<file path="src/rtl/sha256_w_expander_pipe.sv">
// Pipelined SHA-256 message-schedule expander: advances a 16-word W window by STAGES*WPS words.
// Optional `SHA256_CME_CONST_EN folds the fixed 256-bit padding into the second hash of a double SHA.
module sha256_w_expander_pipe #(
  parameter int unsigned STAGES = 4,
  parameter int unsigned WPS    = 1
) (
  input  logic         CLK,
  input  logic         RST,
  input  logic         in_valid,
  output logic         in_ready,
  input  logic [511:0] in_win,
  input  logic [6:0]   in_t,
  input  logic         in_dbl,
  output logic         out_valid,
  input  logic         out_ready,
  output logic [511:0] out_win,
  output logic [6:0]   out_t,
  output logic         out_ovf
);

  localparam int unsigned WIN_W   = 512;
  localparam int unsigned T_W     = 7;
  localparam int unsigned IDX_W   = 9;
  localparam int unsigned MAX_IDX = 63;
  localparam int unsigned MAX_T   = 48;

  if (STAGES < 1 || STAGES > 16 || WPS < 1 || WPS > 4 || STAGES * WPS > 32) begin : g_bad_cfg
    $error("sha256_w_expander_pipe: illegal STAGES/WPS combination");
  end

  function automatic logic [31:0] sig0(input logic [31:0] x);
    return {x[6:0], x[31:7]} ^ {x[17:0], x[31:18]} ^ (x >> 3);
  endfunction

  function automatic logic [31:0] sig1(input logic [31:0] x);
    return {x[16:0], x[31:17]} ^ {x[18:0], x[31:19]} ^ (x >> 10);
  endfunction

  logic             valid_q [STAGES];
  logic [WIN_W-1:0] win_q   [STAGES];
  logic [T_W-1:0]   t_q     [STAGES];
  logic             ovf_q   [STAGES];
  logic             dbl_q   [STAGES];

  logic             valid_d [STAGES];
  logic [WIN_W-1:0] win_d   [STAGES];
  logic [T_W-1:0]   t_d     [STAGES];
  logic             ovf_d   [STAGES];
  logic             dbl_d   [STAGES];

  logic             src_valid [STAGES];
  logic [WIN_W-1:0] src_win   [STAGES];
  logic [T_W-1:0]   src_t     [STAGES];
  logic             src_ovf   [STAGES];
  logic             src_dbl   [STAGES];

  logic             stall;
  logic             accept;
  logic [WIN_W-1:0] fold_win;
  logic             unused_dbl;

  assign out_valid  = valid_q[STAGES-1];
  assign out_win    = win_q[STAGES-1];
  assign out_t      = t_q[STAGES-1];
  assign out_ovf    = ovf_q[STAGES-1];
  assign unused_dbl = dbl_q[STAGES-1];

  // Whole pipe freezes while the consumer refuses the head; empty stages are not compacted.
  assign stall    = out_valid & ~out_ready;
  assign in_ready = ~stall;
  assign accept   = in_valid & ~stall;

`ifdef SHA256_CME_CONST_EN
  assign fold_win = (in_dbl && in_t == '0)
                  ? {in_win[511:256], 32'h8000_0000, 192'h0, 32'h0000_0100}
                  : in_win;
`else
  assign fold_win = in_win;
`endif

  // Stage inputs: stage 0 from the port, later stages from the previous register.
  always_comb begin
    src_valid[0] = accept;
    src_win[0]   = fold_win;
    src_t[0]     = in_t;
    src_ovf[0]   = (in_t > T_W'(MAX_T));
    src_dbl[0]   = in_dbl;
    for (int s = 1; s < int'(STAGES); s++) begin
      src_valid[s] = valid_q[s-1];
      src_win[s]   = win_q[s-1];
      src_t[s]     = t_q[s-1];
      src_ovf[s]   = ovf_q[s-1];
      src_dbl[s]   = dbl_q[s-1];
    end
  end

  // WPS chained schedule steps per stage; words past index 63 are zeroed and flagged.
  always_comb begin
    logic [WIN_W-1:0] w;
    logic [31:0]      nw;
    logic [IDX_W-1:0] idx;
    logic             ovf;
    w   = '0;
    nw  = '0;
    idx = '0;
    ovf = 1'b0;
    for (int s = 0; s < int'(STAGES); s++) begin
      w   = src_win[s];
      ovf = src_ovf[s];
      for (int k = 0; k < int'(WPS); k++) begin
        idx = IDX_W'(src_t[s]) + IDX_W'(16 + k);
        nw  = sig1(w[63:32]) + w[223:192] + sig0(w[479:448]) + w[511:480];
        if (idx > IDX_W'(MAX_IDX)) begin
          nw  = '0;
          ovf = 1'b1;
        end
        w = {w[479:0], nw};
      end
      valid_d[s] = src_valid[s];
      win_d[s]   = w;
      t_d[s]     = src_t[s] + T_W'(WPS);
      ovf_d[s]   = ovf;
      dbl_d[s]   = src_dbl[s];
    end
  end

  // Stage 0 keeps its data when nothing is accepted so the pipe holds stable values.
  always_ff @(posedge CLK) begin
    if (RST) begin
      for (int s = 0; s < int'(STAGES); s++) begin
        valid_q[s] <= 1'b0;
        win_q[s]   <= '0;
        t_q[s]     <= '0;
        ovf_q[s]   <= 1'b0;
        dbl_q[s]   <= 1'b0;
      end
    end else if (!stall) begin
      for (int s = 0; s < int'(STAGES); s++) begin
        valid_q[s] <= valid_d[s];
        if (s != 0 || accept) begin
          win_q[s] <= win_d[s];
          t_q[s]   <= t_d[s];
          ovf_q[s] <= ovf_d[s];
          dbl_q[s] <= dbl_d[s];
        end
      end
    end
  end

endmodule

</file>
<file path="config.mk">
export PLATFORM = sky130hd
export DESIGN_NAME = sha256_w_expander_pipe
export DESIGN_NICKNAME = d
export VERILOG_FILES = /design/src/rtl/sha256_w_expander_pipe.sv
export SDC_FILE = /design/constraint.sdc
export NUM_CORES = 2
export LEC_CHECK = 0
export CORE_MARGIN = 2
export CORE_UTILIZATION = 35
export DETAILED_ROUTE_END_ITERATION = 16
export HOLD_SLACK_MARGIN = 0.02
export PLACE_DENSITY = 0.55
export SYNTH_ARGS = -nofsm -noshare
export SYNTH_HDL_FRONTEND = slang
export SYNTH_SLANG_ARGS = --single-unit
</file>
<file path="constraint.sdc">
create_clock -name CLK -period 47.9 [get_ports CLK]
set_input_delay 11.975 -clock CLK [delete_from_list [all_inputs] [get_ports CLK]]
set_output_delay 11.975 -clock CLK [all_outputs]
set_load 0.005 [all_outputs]
</file>
==> out/qor.csv <==
metric,value,unit
run_status,completed,
synth_mux_area_share,0.0664,%
die_h,523,um
via_per_inst,4.71,
crit_buf_inv,2,
clockBufferDepth,4,
dr.pass1.iters,5,
drv_cap,0,
yosys_register_bits,2084,
synth.cell_area,94200,um2
synth_cells,6668,
tns,0,ns
port_buffers,1044,
synth_common_cells,"2,084 x edfxtp_1, 1,456 x and2_1, 522 x inv_1, 479 x and3_1, 462 x xnor2_1",
crit_type,in2out,
yosysWarnings,0,
synth_most_common_cell,edfxtp_1,
yosys-top-cells-area,"edfxtp_1 66%, and2_1 9.7%, fa_1 5.3%",
cts_hold_buffers,0,
initial_utilization,35.2,%
tritoncts,done,
cts_buffers,234,
coreArea,268000,um2
grt_usage,19.8,%
min_period,25.23,ns
yosys.area.top_type,edfxtp_1,
place_inst,11004,
clock_sinks,2084,
grt_pass1_wl,388000,um
clk_latency,0.94,ns
pin_count,1046,
synth_edf_count,2084,
ant_nets,0,
dpl.hpwl,203000,um
path_max_fanout,5,
relSlewSlack,20.2,%
cp_top_family,buffers and inverters,
cts.clk_slew.worst_paths,0.06,ns
fin_crit_sh,52.7,%
leakage,48.0,nW
fp.dieW,523,um
synth_ff_type,edfxtp_1,
worstPathArrival,13.26,ns
h-tree-depth,4,
cp.required,35.92,ns
fmax,39.6,MHz
synth_top_area_share,66.4,%
rows,190,
synthSimpleGateAreaFrac,15.0,%
syn_nets,7570,
min_path_type,reg2reg,
drcViolationCount,0,
rsz0062_at_grt,no,
slew_viol_final,0,
post_cts_resized,0,
die-area,273000,um2
synth_fa_ha_area_share,6.99,%
avgRoutedWirePerCell,24.2,um
cp-start-kind,input pin,
synth_top_family_by_area,simple AND/OR/NAND/NOR gates,
ys_seq_area_share,66.4,%
power.ir.vdd_worst,0.0000317,V
synth_compound_area_share,2.71,%
cpPeakStageDelay,0.57,ns
yosysUniqueCellTypes,74,
p_per_area,46.2,nW/um2
cpMostUsedCell,clkdlybuf4s50_1,
root_buffer,clkbuf_16,
grt_max_degree,246,
gr-total-overflow,0,
avgSynthCellArea,14.1,um2
cts_setup_buffers,0,
end_kind,output pin,
finalHoldViolations,0,
first_global_vias,53747,
tightestPinTransition,1.20,ns
synthXorXnorAreaFrac,5.42,%
async_flop_share,0,%
drive_gt1_share,5.22,%
path_cells,clkdlybuf4s50_1 -> nand2b_1 -> clkdlybuf4s50_1,
antenna_found_initial,82,
fin_nets,8590,
final_cells,11450,
skew,0.122,ns
routabilityCongestion,0.905,
drt_iter0_drc,4712,
area_growth_syn_to_layout,23.1,%
setup_violations,0,
num_vias,53928,
routed_wl,277000,um
slowest_stage,clkdlybuf4s50_1,
## per-stage QoR
step           total power, W  util [%]  instance area, um2  setup WS (ns)  hold slack, ns
6_report              0.00536      43.3              116000          22.67           0.439
5_1_grt               0.00563      43.3              116000          22.65           0.463
4_1_cts               0.00542      43.3              116000          22.70           0.440
3_5_place_dp          0.00363      40.5              108000          22.70           0.501
3_3_place_gp          0.00363      40.5              108000          22.69           0.498
2_1_floorplan         0.00312         -               94200          15.88           0.497
## cells by family after synthesis
family	after synthesis
flops	2084
fa+ha+maj	378
buf+inv	835
simple gates	2387
mux	6
compound gates	395
xor+xnor	583
## power breakdown
group          switching (W)  total [W]  internal [W]
Combinational       0.000777    0.00132      0.000541
Sequential          0.000102    0.00227       0.00217
Clock               0.000747    0.00177       0.00103
## cell type report
| class | instances | area (um2) |
|---|---|---|
| repair buffers | 1097 | 11000 |
| flip-flops and latches | 2084 | 62600 |
| diodes | 25 | 62.6 |
| fillers | 24322 | 152000 |
| clock inverters | 144 | 1470 |
| clock buffers | 277 | 6040 |
| multi-input cells | 3749 | 28500 |
| inverters | 522 | 1960 |
| well taps | 3552 | 4440 |
## flip-flops by register name, indices dropped and copies added (netlist names)
signal   count
valid_q      4
t_q         28
ovf_q        4
win_q     2048
## cells in the final DEF (no fill, tap or decap), types with 44 or more instances in the layout
master and instances:
a21o_1 56, a21oi_1 117, and2_1 1456, and3_1 479
buf_4 44, clkbuf_16 235, clkdlybuf4s50_1 1043, clkinv_1 47
edfxtp_1 2084, fa_1 248, ha_1 130, inv_1 522
nand2_1 85, nor2_1 213, o21ai_0 74, xnor2_1 462
xor2_1 121
## layer usage
layer,global-route usage (%),vias to the layer above,share of wire [%]
li1,-,24972,-
met1,25.7,26967,42
met2,31.9,1489,47
met3,6.03,420,7.7
met4,5.70,80,2.9
met5,0,-,0.19
## path summary, 6_finish.rpt
check	start	to	slack, ns	depth (start not counted)
min reg2reg	win_q[0][1201]	win_q[0][1745]	0.44	1
min	win_q[0][1201]	win_q[0][1745]	0.44	1
max reg2reg	valid_q[0][3]	win_q[0][633]	41.31	8
max	out_ready	in_ready	22.67	3
Note: power is estimated with default switching activity, not from simulation.
